**src/rtl/cc_setpoint_sequencer_pkg.sv**
```systemverilog
// Shared encodings for the setpoint sequencer: FSM state codes and mode values.
package cc_setpoint_sequencer_pkg;

  localparam logic [1:0] ST_IDLE = 2'd0;
  localparam logic [1:0] ST_RUN  = 2'd1;
  localparam logic [1:0] ST_DONE = 2'd2;

  localparam logic MODE_MANUAL = 1'b0;
  localparam logic MODE_AUTO   = 1'b1;

endpackage

```
**src/rtl/cc_setpoint_sequencer_vector_select.sv**
```systemverilog
// Combinational pick of one N_WIDTH entry from a packed bus; indices past the
// last entry are clamped to DEPTH-1.
module cc_vector_select #(
  parameter int N_WIDTH = 17,
  parameter int DEPTH   = 8,
  parameter int N_SEL   = 3
) (
  input  logic [DEPTH*N_WIDTH-1:0] i_bus,
  input  logic [N_SEL-1:0]         i_index,
  output logic [N_WIDTH-1:0]       o_value
);

  localparam logic [N_SEL-1:0] IDX_MAX = N_SEL'(DEPTH - 1);

  logic [N_SEL-1:0] w_idx;

  assign w_idx   = (int'(i_index) > DEPTH - 1) ? IDX_MAX : i_index;
  assign o_value = i_bus[w_idx*N_WIDTH +: N_WIDTH];

endmodule

```
**src/rtl/cc_setpoint_sequencer.sv**
```systemverilog
// Setpoint sequencer: manual select tracking or auto stepping through entries
// 0..last on advance pulses, with one registered (x,y,z) triplet on the outputs.
module cc_setpoint_sequencer
  import cc_setpoint_sequencer_pkg::*;
#(
  parameter int N_WIDTH = 17,
  parameter int DEPTH   = 8,
  parameter int N_SEL   = 3
) (
  input  logic                     CC_SETPOINT_SEQ_CLOCK_50,
  input  logic                     CC_SETPOINT_SEQ_RESET_InLow,
  input  logic [DEPTH*N_WIDTH-1:0] CC_SETPOINT_SEQ_x_InBus,
  input  logic [DEPTH*N_WIDTH-1:0] CC_SETPOINT_SEQ_y_InBus,
  input  logic [DEPTH*N_WIDTH-1:0] CC_SETPOINT_SEQ_z_InBus,
  input  logic                     CC_SETPOINT_SEQ_mode_In,
  input  logic [N_SEL-1:0]         CC_SETPOINT_SEQ_select_InBus,
  input  logic                     CC_SETPOINT_SEQ_start_In,
  input  logic                     CC_SETPOINT_SEQ_advance_In,
  input  logic                     CC_SETPOINT_SEQ_loop_In,
  input  logic [N_SEL-1:0]         CC_SETPOINT_SEQ_last_InBus,
  output logic [N_WIDTH-1:0]       CC_SETPOINT_SEQ_x_OutBus,
  output logic [N_WIDTH-1:0]       CC_SETPOINT_SEQ_y_OutBus,
  output logic [N_WIDTH-1:0]       CC_SETPOINT_SEQ_z_OutBus,
  output logic [N_SEL-1:0]         CC_SETPOINT_SEQ_index_OutBus,
  output logic                     CC_SETPOINT_SEQ_valid_Out,
  output logic                     CC_SETPOINT_SEQ_busy_Out,
  output logic                     CC_SETPOINT_SEQ_done_Out,
  output logic [1:0]               CC_SETPOINT_SEQ_state_OutBus
);

  localparam logic [N_SEL-1:0] IDX_MAX = N_SEL'(DEPTH - 1);

  logic [1:0]         r_state;
  logic [N_SEL-1:0]   r_index;
  logic [N_WIDTH-1:0] r_x;
  logic [N_WIDTH-1:0] r_y;
  logic [N_WIDTH-1:0] r_z;
  logic               r_valid;
  logic               r_busy;
  logic               r_done;

  logic [N_SEL-1:0]   w_sel_c;
  logic [N_SEL-1:0]   w_last_c;
  logic [1:0]         w_state_nxt;
  logic [N_SEL-1:0]   w_idx_nxt;
  logic               w_load;
  logic               w_valid_nxt;
  logic [N_WIDTH-1:0] w_x_sel;
  logic [N_WIDTH-1:0] w_y_sel;
  logic [N_WIDTH-1:0] w_z_sel;

  assign w_sel_c  = (int'(CC_SETPOINT_SEQ_select_InBus) > DEPTH - 1) ? IDX_MAX
                                                                     : CC_SETPOINT_SEQ_select_InBus;
  assign w_last_c = (int'(CC_SETPOINT_SEQ_last_InBus) > DEPTH - 1) ? IDX_MAX
                                                                   : CC_SETPOINT_SEQ_last_InBus;

  // Manual mode wins from any state, so dropping mode acts as an abort.
  always_comb begin
    w_state_nxt = r_state;
    w_idx_nxt   = r_index;
    w_load      = 1'b0;
    w_valid_nxt = 1'b0;
    if (CC_SETPOINT_SEQ_mode_In == MODE_MANUAL) begin
      w_state_nxt = ST_IDLE;
      w_idx_nxt   = w_sel_c;
      w_load      = 1'b1;
      w_valid_nxt = (w_sel_c != r_index);
    end else begin
      case (r_state)
        ST_IDLE, ST_DONE: begin
          if (CC_SETPOINT_SEQ_start_In) begin
            w_state_nxt = ST_RUN;
            w_idx_nxt   = '0;
            w_load      = 1'b1;
            w_valid_nxt = 1'b1;
          end
        end
        ST_RUN: begin
          if (CC_SETPOINT_SEQ_advance_In) begin
            // index >= last also covers last being lowered mid-sequence.
            if (r_index < w_last_c) begin
              w_idx_nxt   = r_index + 1'b1;
              w_load      = 1'b1;
              w_valid_nxt = 1'b1;
            end else if (CC_SETPOINT_SEQ_loop_In) begin
              w_idx_nxt   = '0;
              w_load      = 1'b1;
              w_valid_nxt = 1'b1;
            end else begin
              w_state_nxt = ST_DONE;
            end
          end
        end
        default: w_state_nxt = ST_IDLE;
      endcase
    end
  end

  cc_vector_select #(.N_WIDTH(N_WIDTH), .DEPTH(DEPTH), .N_SEL(N_SEL)) u_sel_x (
    .i_bus   (CC_SETPOINT_SEQ_x_InBus),
    .i_index (w_idx_nxt),
    .o_value (w_x_sel)
  );

  cc_vector_select #(.N_WIDTH(N_WIDTH), .DEPTH(DEPTH), .N_SEL(N_SEL)) u_sel_y (
    .i_bus   (CC_SETPOINT_SEQ_y_InBus),
    .i_index (w_idx_nxt),
    .o_value (w_y_sel)
  );

  cc_vector_select #(.N_WIDTH(N_WIDTH), .DEPTH(DEPTH), .N_SEL(N_SEL)) u_sel_z (
    .i_bus   (CC_SETPOINT_SEQ_z_InBus),
    .i_index (w_idx_nxt),
    .o_value (w_z_sel)
  );

  always_ff @(posedge CC_SETPOINT_SEQ_CLOCK_50 or negedge CC_SETPOINT_SEQ_RESET_InLow) begin
    if (!CC_SETPOINT_SEQ_RESET_InLow) begin
      r_state <= ST_IDLE;
      r_index <= '0;
      r_x     <= '0;
      r_y     <= '0;
      r_z     <= '0;
      r_valid <= 1'b0;
      r_busy  <= 1'b0;
      r_done  <= 1'b0;
    end else begin
      r_state <= w_state_nxt;
      r_valid <= w_valid_nxt;
      r_busy  <= (w_state_nxt == ST_RUN);
      r_done  <= (w_state_nxt == ST_DONE);
      if (w_load) begin
        r_index <= w_idx_nxt;
        r_x     <= w_x_sel;
        r_y     <= w_y_sel;
        r_z     <= w_z_sel;
      end
    end
  end

  assign CC_SETPOINT_SEQ_x_OutBus     = r_x;
  assign CC_SETPOINT_SEQ_y_OutBus     = r_y;
  assign CC_SETPOINT_SEQ_z_OutBus     = r_z;
  assign CC_SETPOINT_SEQ_index_OutBus = r_index;
  assign CC_SETPOINT_SEQ_valid_Out    = r_valid;
  assign CC_SETPOINT_SEQ_busy_Out     = r_busy;
  assign CC_SETPOINT_SEQ_done_Out     = r_done;
  assign CC_SETPOINT_SEQ_state_OutBus = r_state;

endmodule
```
**config.mk**
```make
export PLATFORM = sky130hd
export DESIGN_NAME = cc_setpoint_sequencer
export DESIGN_NICKNAME = d
export VERILOG_FILES = /design/src/rtl/cc_setpoint_sequencer_pkg.sv /design/src/rtl/cc_setpoint_sequencer_vector_select.sv /design/src/rtl/cc_setpoint_sequencer.sv
export SDC_FILE = /design/constraint.sdc
export NUM_CORES = 1
export LEC_CHECK = 0
export BUFFER_PORTS_ARGS = -buffer_cell sky130_fd_sc_hd__buf_2
export CAP_MARGIN = 0
export CELL_PAD_IN_SITES_DETAIL_PLACEMENT = 1
export CELL_PAD_IN_SITES_GLOBAL_PLACEMENT = 2
export CORE_AREA = 2 2 185 187
export CTS_BUF_LIST = sky130_fd_sc_hd__clkbuf_16
export DETAILED_ROUTE_END_ITERATION = 8
export DIE_AREA = 0 0 187 189
export PLACE_DENSITY = 0.86
export SYNTH_ARGS = -nofsm -noshare
export SYNTH_HDL_FRONTEND = slang
export SYNTH_SLANG_ARGS = --single-unit
```
**constraint.sdc**
```tcl
create_clock -name CC_SETPOINT_SEQ_CLOCK_50 -period 8.4 [get_ports CC_SETPOINT_SEQ_CLOCK_50]
set_input_delay 1.68 -clock CC_SETPOINT_SEQ_CLOCK_50 [delete_from_list [all_inputs] [get_ports CC_SETPOINT_SEQ_CLOCK_50]]
set_output_delay 1.68 -clock CC_SETPOINT_SEQ_CLOCK_50 [all_outputs]
set_load 0.05 [all_outputs]
```
==> metrics.md <==
| Metric | Value |
|---|---|
| Mapped cell area | `6700 um^2` |
| Peak supply drop | `91.2 uV` |
| Clk sink count | `59` |
| Avg WL per Cell | `21.3 um` |
| Worst-path clk slew | `0.06 ns` |
| TritonRoute pass-1 iters | `5` |
| Distinct cells, synth | `44` |
| CTS Buf Count | `9` |
| Buf/Inv on CP | `5` |
| Cell Count, Final, Fillers Out | `1,710` |
| Gr usage total | `0.201` |
| Final hold violations | `0` |
| Worst Hold Launch | `CC_SETPOINT_SEQ_y_OutBus[11]` |
| Placed insts | `1,692` |
| Postcts setup bufs | `0` |
| Synthesis-to-layout area growth | `44.6%` |
| Critical path class | `input port to register` |
| Worst Setup SP | `CC_SETPOINT_SEQ_mode_In` |
| CP Launch Type | `input port` |
| Min Hold Slack | `0.491 ns` |
| CORE AREA | `33,300 um^2` |
| Syn avg cell area | `7.94 um^2` |
| Post-layout worst setup margin | `3.18 ns` |
| RSZ-0062 raised after global routing | `false` |
| IO buf count | `478` |
| Critical Path, Cell by Cell | `buf_2 > buf_4 > o21ai_0 > o21a_1 > a21o_1 > buf_4 > inv_4 > buf_12 > mux4_2 > a22o_1` |
| Yosys warns | `0` |
| Leakage power | `4.54 nW` |
| Worst slew margin | `0.208` |
| Register area share after synthesis | `0.220` |
| Die area | `35,300 um^2` |
| CTS root buffer | `clkbuf_16` |
| First-pass GRT wire length | `55,300 um` |
| Final Max Slew Viols | `0` |
| CTS tree | `built` |
| Worst min path class | `register to register` |
| CP Data Required Time | `8.63 ns` |
| Vias in the first global route | `9,598` |
| GP Congestion | `0.855` |
| DPL Wire Length | `27,900 um` |
| Endpoints failing setup | `0` |
| Fin util | `0.291` |
| Power density over the cells | `182 nW/um^2` |
| # IOs | `479` |
| CTS resizes | `0` |
| Number of synthesized register bits | `59` |
| Clock skew | `0.00836 ns` |
| Layout cell share with drive strength beyond 1 | `0.452` |
| Initial Utilization | `0.201` |
| Syn_nets | `1,267` |
| Post-Synthesis Cells | `844` |
| Tcrit/Tclk final | `0.622` |
| NumNets Final | `1,678` |
| GRT overflow | `0` |
| FMAX | `191 MHz` |
| Max-cap violations | `0` |
| Fin Setup TNS | `0 ns` |
| Clock Latency Late Sink | `0.36 ns` |
| Endpoint type of the worst setup path | `register` |
| Routed WL | `36,500 um` |
| Outcome | `finished, final reports clean` |
| WP data arrival | `5.46 ns` |
| Hold buffer count at CTS | `0` |
| DRC Markers | `0` |
| Fillcell total | `4,174` |
| Post-route ant nets | `0` |
| Largest net degree at the start of global routing | `85` |
| Die width | `187 um` |
| H-tree levels | `3` |
| Die height | `189 um` |
| FF-to-FF Start | `CC_SETPOINT_SEQ_index_OutBus[2]` |
| Count of standard-cell rows | `67` |
| Initial DRC Count | `445` |
| Post-Place Setup Slack | `2.82 ns` |
| Initial antenna violation count | `3` |
| FF+latch area | `1480 um^2` |
| Slowest cell on the critical path | `buf_4` |
| Crit path max fanout | `84` |
| Slew @ Worst Pin | `1.18 ns` |
| DR vias | `8,983` |
| Tmin final | `5.22 ns` |
| Clock Tree Buf Depth | `2` |
| Vias per std cell | `5.25` |
| Area of the multi-input gates | `4840 um^2` |
| Crit path largest cell delay | `0.61 ns` |
| Crit path max-delay family | `buffers and inverters` |
| Most frequent CP cell | `buf_4` |
[worst register-to-register path, delay by kind of cell (launching register included)]
kind                     cells  cell delay [ns]
adder cells (fa/ha/maj)      1             0.35
buffers and inverters        2             0.55
AND/OR/NAND/NOR              1             0.92
AO/OA/AOI/OAI                6             1.83
flip-flops                   1             0.47
[registers in the layout, summed over array words and instances (netlist names)]
name,flops
CC_SETPOINT_SEQ_state_OutBus,2
CC_SETPOINT_SEQ_y_OutBus,17
CC_SETPOINT_SEQ_x_OutBus,17
CC_SETPOINT_SEQ_index_OutBus,3
CC_SETPOINT_SEQ_busy_Out,1
CC_SETPOINT_SEQ_valid_Out,1
CC_SETPOINT_SEQ_done_Out,1
CC_SETPOINT_SEQ_z_OutBus,17
[Yosys cell counts, drive strengths merged]
cell / count / area share
ha: 3 / 0.0056
and3: 15 / 0.014
o21a: 4 / 0.0047
a21o: 1 / 0.0011
xnor2: 1 / 0.0013
a21oi: 3 / 0.0028
inv: 7 / 0.0039
mux2i: 1 / 0.0015
o211ai: 15 / 0.017
a2111oi: 1 / 0.0041
and3b: 1 / 0.0013
a22o: 36 / 0.047
clkbuf: 71 / 0.040
a41o: 15 / 0.022
nor4: 37 / 0.035
xor2: 3 / 0.0039
dfrtp: 59 / 0.22
nand2: 206 / 0.12
nand4: 36 / 0.034
nand3: 33 / 0.025
nand2b: 4 / 0.0037
mux4: 51 / 0.17
o2111ai: 1 / 0.0013
o21ai: 78 / 0.058
a22oi: 52 / 0.058
buf: 17 / 0.016
clkinv: 1 / 0.00056
nor2b: 7 / 0.0065
a31o: 3 / 0.0052
a2bb2oi: 1 / 0.0022
and2: 4 / 0.0037
a31oi: 1 / 0.0032
nor2: 40 / 0.022
and4: 36 / 0.047
[kinds of logic (layout without fill, tap and decap cells)]
logic type | after synthesis | count (layout) | share of synthesized area
buffers and inverters | 96 | 512 | 0.0603
adder cells (fa/ha/maj) | 3 | 3 | 0.00560
flip-flops | 59 | 59 | 0.220
XOR/XNOR | 4 | 4 | 0.00523
AND/OR/NAND/NOR | 419 | 419 | 0.308
AO/OA/AOI/OAI | 211 | 211 | 0.228
multiplexers | 52 | 52 | 0.173
other | 0 | 2 | 0
[per-stage QoR]
step	total power [mW]	area (um^2)
3_3_place_gp	1.37	9400
3_5_place_dp	1.39	9400
2_1_floorplan	1.06	6700
6_report	1.77	9690
5_1_grt	1.87	9690
4_1_cts	1.79	9680
[final cells by class]
type                       count  area share
tap                          448      0.0579
timing repair buffer         488       0.256
clock buffer                   9      0.0232
antenna                        2    0.000517
clock inverter                 7     0.00633
sequential                    59       0.152
inverter                       8     0.00336
multi-input combinational    689       0.500
[report_power, final]
group          switching [mW]  leakage (nW)  internal [mW]
Clock                   0.165         0.141          0.227
Combinational           0.638          3.68          0.340
Sequential             0.0447         0.717          0.353
Total                   0.848          4.54          0.919
[cell usage in the layout, fill, tap and decap left out, drive strengths merged, types with 4 or more instances in the layout]
cell | synthesis | layout
and3 | 15 | 15
and2 | 4 | 4
mux4 | 51 | 51
nor2 | 40 | 40
dfrtp | 59 | 59
inv | 7 | 10
nand2b | 4 | 4
o21ai | 78 | 78
nor4 | 37 | 37
nand4 | 36 | 36
nor2b | 7 | 7
nand2 | 206 | 206
clkbuf | 71 | 9
and4 | 36 | 36
a22oi | 52 | 52
a22o | 36 | 36
o211ai | 15 | 15
a41o | 15 | 15
o21a | 4 | 4
buf | 17 | 488
nand3 | 33 | 33
[layer usage]
layer | wire (um) | global-route usage
met2 | 18300 | 0.361
met3 | 2550 | 0.0465
met4 | 1220 | 0.0830
met5 | 0 | 0
met1 | 14500 | 0.230
[path summary, 6_finish.rpt]
check	end	slack, ns	cells after the start
max in group asynchronous	CC_SETPOINT_SEQ_y_OutBus[12]	6.35	1
max reg2reg	CC_SETPOINT_SEQ_z_OutBus[12]	4.16	10
max	CC_SETPOINT_SEQ_z_OutBus[13]	3.18	10
min	CC_SETPOINT_SEQ_y_OutBus[11]	0.49	2
min reg2reg	CC_SETPOINT_SEQ_y_OutBus[11]	0.49	2
min in group asynchronous	CC_SETPOINT_SEQ_z_OutBus[11]	1.46	1
Power figures use the tool's default switching activity.
